[src/rtl/seq_pattern_gen.sv]
// seq_pattern_gen: serial pattern transmitter.
// Latches a PATTERN_W-bit pattern and a repeat count on a ready/start
// handshake, then shifts the pattern out MSB-first, one bit per clock, for the
// requested number of repeats. Repeats are separated by GAP_CYCLES idle
// cycles. Completion is flagged by a one-cycle done pulse.
// Optional feature: define SEQ_GEN_PARITY_EN to append one even-parity bit
// (XOR of the latched pattern) after every repeat.
// All outputs are registered; rst is synchronous and active-high.
module seq_pattern_gen #(
  parameter int PATTERN_W  = 4,
  parameter int CNT_W      = 4,
  parameter int GAP_CYCLES = 0
) (
  input  logic                 clk,
  input  logic                 rst,
  input  logic                 start,
  input  logic [PATTERN_W-1:0] pattern,
  input  logic [CNT_W-1:0]     repeat_cnt,
  input  logic                 abort,
  output logic                 ready,
  output logic                 busy,
  output logic                 out,
  output logic                 out_valid,
  output logic                 done
);

  localparam int IDX_W    = (PATTERN_W > 1) ? $clog2(PATTERN_W) : 1;
  localparam int GAP_W    = (GAP_CYCLES > 1) ? $clog2(GAP_CYCLES + 1) : 1;
  localparam int GAP_LAST = (GAP_CYCLES > 0) ? GAP_CYCLES - 1 : 0;

  typedef enum logic [1:0] {
    S_IDLE,
    S_SHIFT,
    S_GAP
`ifdef SEQ_GEN_PARITY_EN
    ,S_PARITY
`endif
  } state_t;

  state_t               state_reg, state_next;
  logic [PATTERN_W-1:0] pat_reg, pat_next;      // latched pattern, used for reloads and parity
  logic [PATTERN_W-1:0] sh_reg, sh_next;        // shift register, MSB is the bit on the line
  logic [IDX_W-1:0]     bit_idx_reg, bit_idx_next;
  logic [CNT_W-1:0]     rem_reg, rem_next;      // repeats still owed, including the current one
  logic [GAP_W-1:0]     gap_cnt_reg, gap_cnt_next;
  logic                 out_reg, out_next;
  logic                 out_valid_reg, out_valid_next;
  logic                 done_reg, done_next;
  logic                 ready_reg, ready_next;
  logic                 busy_reg, busy_next;
  logic                 repeat_end;             // last bit of a repeat has just been shown
  logic                 reload;                 // start the next repeat with its MSB

  // State and output registers; rst returns everything to an idle, ready state.
  always_ff @(posedge clk) begin
    if (rst) begin
      state_reg     <= S_IDLE;
      pat_reg       <= '0;
      sh_reg        <= '0;
      bit_idx_reg   <= '0;
      rem_reg       <= '0;
      gap_cnt_reg   <= '0;
      out_reg       <= 1'b0;
      out_valid_reg <= 1'b0;
      done_reg      <= 1'b0;
      ready_reg     <= 1'b1;
      busy_reg      <= 1'b0;
    end else begin
      state_reg     <= state_next;
      pat_reg       <= pat_next;
      sh_reg        <= sh_next;
      bit_idx_reg   <= bit_idx_next;
      rem_reg       <= rem_next;
      gap_cnt_reg   <= gap_cnt_next;
      out_reg       <= out_next;
      out_valid_reg <= out_valid_next;
      done_reg      <= done_next;
      ready_reg     <= ready_next;
      busy_reg      <= busy_next;
    end
  end

  // Next-state and next-output logic; outputs default to an idle line each cycle.
  always_comb begin
    state_next     = state_reg;
    pat_next       = pat_reg;
    sh_next        = sh_reg;
    bit_idx_next   = bit_idx_reg;
    rem_next       = rem_reg;
    gap_cnt_next   = gap_cnt_reg;
    out_next       = 1'b0;
    out_valid_next = 1'b0;
    done_next      = 1'b0;
    repeat_end     = 1'b0;
    reload         = 1'b0;

    case (state_reg)
      S_IDLE: begin
        // abort in IDLE drops a simultaneous start
        if (start && !abort) begin
          pat_next = pattern;
          rem_next = repeat_cnt;
          if (repeat_cnt == '0) begin
            done_next = 1'b1;
          end else begin
            sh_next        = pattern;
            bit_idx_next   = '0;
            out_next       = pattern[PATTERN_W-1];
            out_valid_next = 1'b1;
            state_next     = S_SHIFT;
          end
        end
      end

      S_SHIFT: begin
        if (bit_idx_reg == IDX_W'(PATTERN_W - 1)) begin
`ifdef SEQ_GEN_PARITY_EN
          out_next       = ^pat_reg;
          out_valid_next = 1'b1;
          state_next     = S_PARITY;
`else
          repeat_end     = 1'b1;
`endif
        end else begin
          sh_next        = sh_reg << 1;
          bit_idx_next   = bit_idx_reg + IDX_W'(1);
          out_next       = sh_reg[PATTERN_W-2];
          out_valid_next = 1'b1;
        end
      end

      S_GAP: begin
        if (gap_cnt_reg == GAP_W'(GAP_LAST)) begin
          reload = 1'b1;
        end else begin
          gap_cnt_next = gap_cnt_reg + GAP_W'(1);
        end
      end

`ifdef SEQ_GEN_PARITY_EN
      S_PARITY: begin
        repeat_end = 1'b1;
      end
`endif

      default: begin
        state_next = S_IDLE;
      end
    endcase

    // End of one repeat: either another repeat follows (with or without a gap)
    // or the transfer is complete.
    if (repeat_end) begin
      if (rem_reg > CNT_W'(1)) begin
        rem_next = rem_reg - CNT_W'(1);
        if (GAP_CYCLES > 0) begin
          gap_cnt_next = '0;
          state_next   = S_GAP;
        end else begin
          reload = 1'b1;
        end
      end else begin
        rem_next   = '0;
        done_next  = 1'b1;
        state_next = S_IDLE;
      end
    end

    if (reload) begin
      sh_next        = pat_reg;
      bit_idx_next   = '0;
      out_next       = pat_reg[PATTERN_W-1];
      out_valid_next = 1'b1;
      state_next     = S_SHIFT;
    end

    // A busy transfer is cancelled outright: idle line, no done pulse.
    if (abort && (state_reg != S_IDLE)) begin
      state_next     = S_IDLE;
      rem_next       = '0;
      out_next       = 1'b0;
      out_valid_next = 1'b0;
      done_next      = 1'b0;
    end

    ready_next = (state_next == S_IDLE);
    busy_next  = (state_next != S_IDLE);
  end

  assign ready     = ready_reg;
  assign busy      = busy_reg;
  assign out       = out_reg;
  assign out_valid = out_valid_reg;
  assign done      = done_reg;

endmodule

[config.mk]
export PLATFORM = sky130hd
export DESIGN_NAME = seq_pattern_gen
export DESIGN_NICKNAME = d
export VERILOG_FILES = /design/src/rtl/seq_pattern_gen.sv
export SDC_FILE = /design/constraint.sdc
export NUM_CORES = 1
export LEC_CHECK = 0
export BUFFER_PORTS_ARGS = -buffer_cell sky130_fd_sc_hd__buf_2
export CAP_MARGIN = 20
export CELL_PAD_IN_SITES_DETAIL_PLACEMENT = 1
export CELL_PAD_IN_SITES_GLOBAL_PLACEMENT = 1
export CORE_MARGIN = 5
export CORE_UTILIZATION = 44
export CTS_CLUSTER_SIZE = 12
export DETAILED_ROUTE_END_ITERATION = 10
export GPL_TIMING_DRIVEN = 0
export PLACE_DENSITY = 0.9
export SYNTH_ARGS = -nofsm -noshare
export SYNTH_HDL_FRONTEND = slang
export SYNTH_SLANG_ARGS = --single-unit
[constraint.sdc]
create_clock -name clk -period 4.8 [get_ports clk]
set_input_delay 0.96 -clock clk [delete_from_list [all_inputs] [get_ports clk]]
set_output_delay 0.96 -clock clk [all_outputs]
set_load 0.005 [all_outputs]
==> results.txt <==
TritonCTS built the clock tree. For the number of buffers added to fix hold violations after cts, the log shows 0. For the combined area of the multi-input logic cells, the log shows 589 um2. After floorplanning, the core was sized to cover 2210 um2.

The worst path in the final design needs a cycle of 2.00 ns, including I/O delays and setup. The flow ran to the end, and the final reports show no timing, DRC or antenna violations. The number of DRC violations after detailed routing is 0. The logs give 2 for the maximum number of buffers from clock root to sink and 152 for the instance count after placement with tap cells included. The clock reaches the later pin of the worst-skew pair after 0.31 ns. For the pin with the worst max-slew slack, the measured transition is 0.587 ns.

Registers take 400 um2. The die width was 58.2 um; the number of distinct library cells after synthesis was 41. The net count of the finished layout is 144. For the initial core utilization, the log shows 0.463. The tools report the number of top-level pins as 17.

After synthesis the netlist holds a flip-flop and latch count of 20. The tools report the sequential element share of the synthesized area as 0.391. The mean post-synth cell area is 9.48 um2.

The clock sink count is 20. The run gives 0.000466 uW as the leakage power summed over all cells. The synthesized area is 1020 um2. Clock-pin slew was measured on the worst setup and hold paths at 0.11 ns. The maximum level of the CTS H-tree was 1. The number of vias per cell after detailed routing is 5.63, and the number of search-and-repair iterations in the first detailed-routing pass is 4. The die is 58.2 um tall.

The filler cell count in the final layout was 277; the number of antenna diodes was 0. The total chip power is 330 uW, and the setup total negative slack is 0 ns. In this run the remaining antenna-violating nets after routing total 0. The wire length per cell after detailed routing works out to 15.8 um.

Clock skew on the completed layout was measured at 0.000633 ns. In the post-route analysis, the smallest setup slack over all paths is 2.80 ns. The number of endpoints with negative hold slack in the final report came out at 0. The min-delay analysis places its worst path in the category reg -> reg. Wires add up to 2460 um. The tools report the number of max-slew violations in the final report as 0. The classification of the worst setup path is in -> reg. The number of nets in the synthesized netlist is 123.

The peak fanout along the critical path was 5; the initial DRC count was 12. The number of clock buffers added by TritonCTS is 3. The first global-routing pass estimated 4250 um of wire.

The post-synthesis async set-or-reset flop share was 0. The critical path starts at repeat_cnt[1]. Data arrives at the worst endpoint at 2.21 ns.

The worst-case setup slack after placement was 2.49 ns. Derived from the worst setup path, the maximum achievable clock frequency is 500 MHz. The via count of the first global-routing pass was 930; the total global routing track utilization was 0.161.

The number of enable flip-flop cells after synthesis is 0. The tools report the remaining global-route overflow as 0. Setup violations remaining at the end of the flow were counted as 0. In the layout the commonest cells are 20 x sky130_fd_sc_hd__dfxtp_1, 16 x sky130_fd_sc_hd__buf_2, 12 x sky130_fd_sc_hd__nor2_1. After legalization and detailed placement, the total HPWL measured 1890 um. The final clock period utilization by the worst path came out at 0.416.

The worst setup path is launched from a primary input. From synthesis to final layout, the design area changed by 14.8%. The most common cell after layout, fill and taps aside is sky130_fd_sc_hd__dfxtp_1. The count of vias placed by the detailed router is 879, and the worst endpoint required time is 5.02 ns. Row generation in the floorplan step produced 17 rows. The power density over the cells is 281 nW/um2. In this run the most critical hold path is launched from pat_reg[1]. VDD sags by at most 0.189 mV. Buffers added to address setup during post-CTS repair amount to 0.

The number of gates resized after CTS was 0. The worst register-to-register path begins at rem_reg[0]. Leaving out filler cells and counting taps, the final layout contains 156. The tree is rooted in a sky130_fd_sc_hd__clkbuf_4.

STA classifies the critical path endpoint as a flop. Entering global routing, the biggest net connects 12 pins. Buffers placed on the I/O ports in this run total 16. The weighted congestion at the end of routability-driven global placement is 0.766. Setup repair after global routing left no endpoint under its margin. The run gives 0 as the count of maximum capacitance violations. Counting every instance in the synthesized netlist gives 108. The Yosys warning count was 0; the relative slew slack was 0.604. The die covers 3390 um2. Share of cells above drive strength 1: 0.258.

In the synthesized netlist the dominant register cell turns out to be sky130_fd_sc_hd__dfxtp_1. The run gives 0 as the initial antenna violation count.
[critical path: stages]
cell,delay (ns)
sky130_fd_sc_hd__buf_2,0.12
sky130_fd_sc_hd__nor4_4,0.38
sky130_fd_sc_hd__o41ai_2,0.17
sky130_fd_sc_hd__or4b_1,0.51
sky130_fd_sc_hd__o41ai_2,0.07
[power by group]
part	switching [uW]	internal, uW	total [uW]
logic	27.7	21.3	49.0
registers	6.36	174	181
clock network	54.1	46.4	100
[synthesized netlist by cell type (all sizes together), types with 3 or more instances]
cell	number	share of area
dfxtp	20	0.39
nor2	14	0.056
nor3	7	0.034
a21oi	6	0.033
mux2i	6	0.059
o21ai	5	0.024
inv	4	0.015
nand2	4	0.015
nand2b	4	0.024
ha	3	0.037
[cell type report]
class / count / area share
Buffer: 3 / 0.0160
Multi-Input combinational cell: 81 / 0.502
Timing Repair Buffer: 16 / 0.0682
Clock buffer: 4 / 0.0309
Inverter: 4 / 0.0128
Sequential cell: 20 / 0.341
Tap cell: 28 / 0.0298
[worst paths after layout]
check | end | slack, ns | depth (start not counted)
max reg2reg | sh_reg[2] | 2.91 | 6
min reg2reg | pat_reg[1] | 0.52 | 2
min | pat_reg[1] | 0.52 | 2
max | sh_reg[2] | 2.80 | 5
[logic make-up after synthesis]
kind of cell	count (synthesis)	share of synthesized area
simple gates	43	0.252
buf+inv	7	0.0330
fa+ha+maj	3	0.0367
flops	20	0.391
other cells	1	0.00366
compound gates	26	0.205
mux	7	0.0697
xor+xnor	1	0.00856
[routing by layer]
layer / track usage / up-vias / part of all wire
met1: 0.198 / 428 / 0.45
met4: 0.0530 / 0 / 0.010
li1: - / 431 / -
met5: 0 / - / 0
met2: 0.282 / 16 / 0.50
met3: 0.0267 / 4 / 0.043
[through the flow]
step | util | cell area (um2) | hold slack [ns]
floorplan | - | 1020 | 0.450
global placement | 0.515 | 1140 | 0.470
detailed placement | 0.515 | 1140 | 0.493
CTS | 0.531 | 1170 | 0.530
global route | 0.531 | 1170 | 0.567
finish | 0.531 | 1170 | 0.518
(Power assumes the default switching activity.)
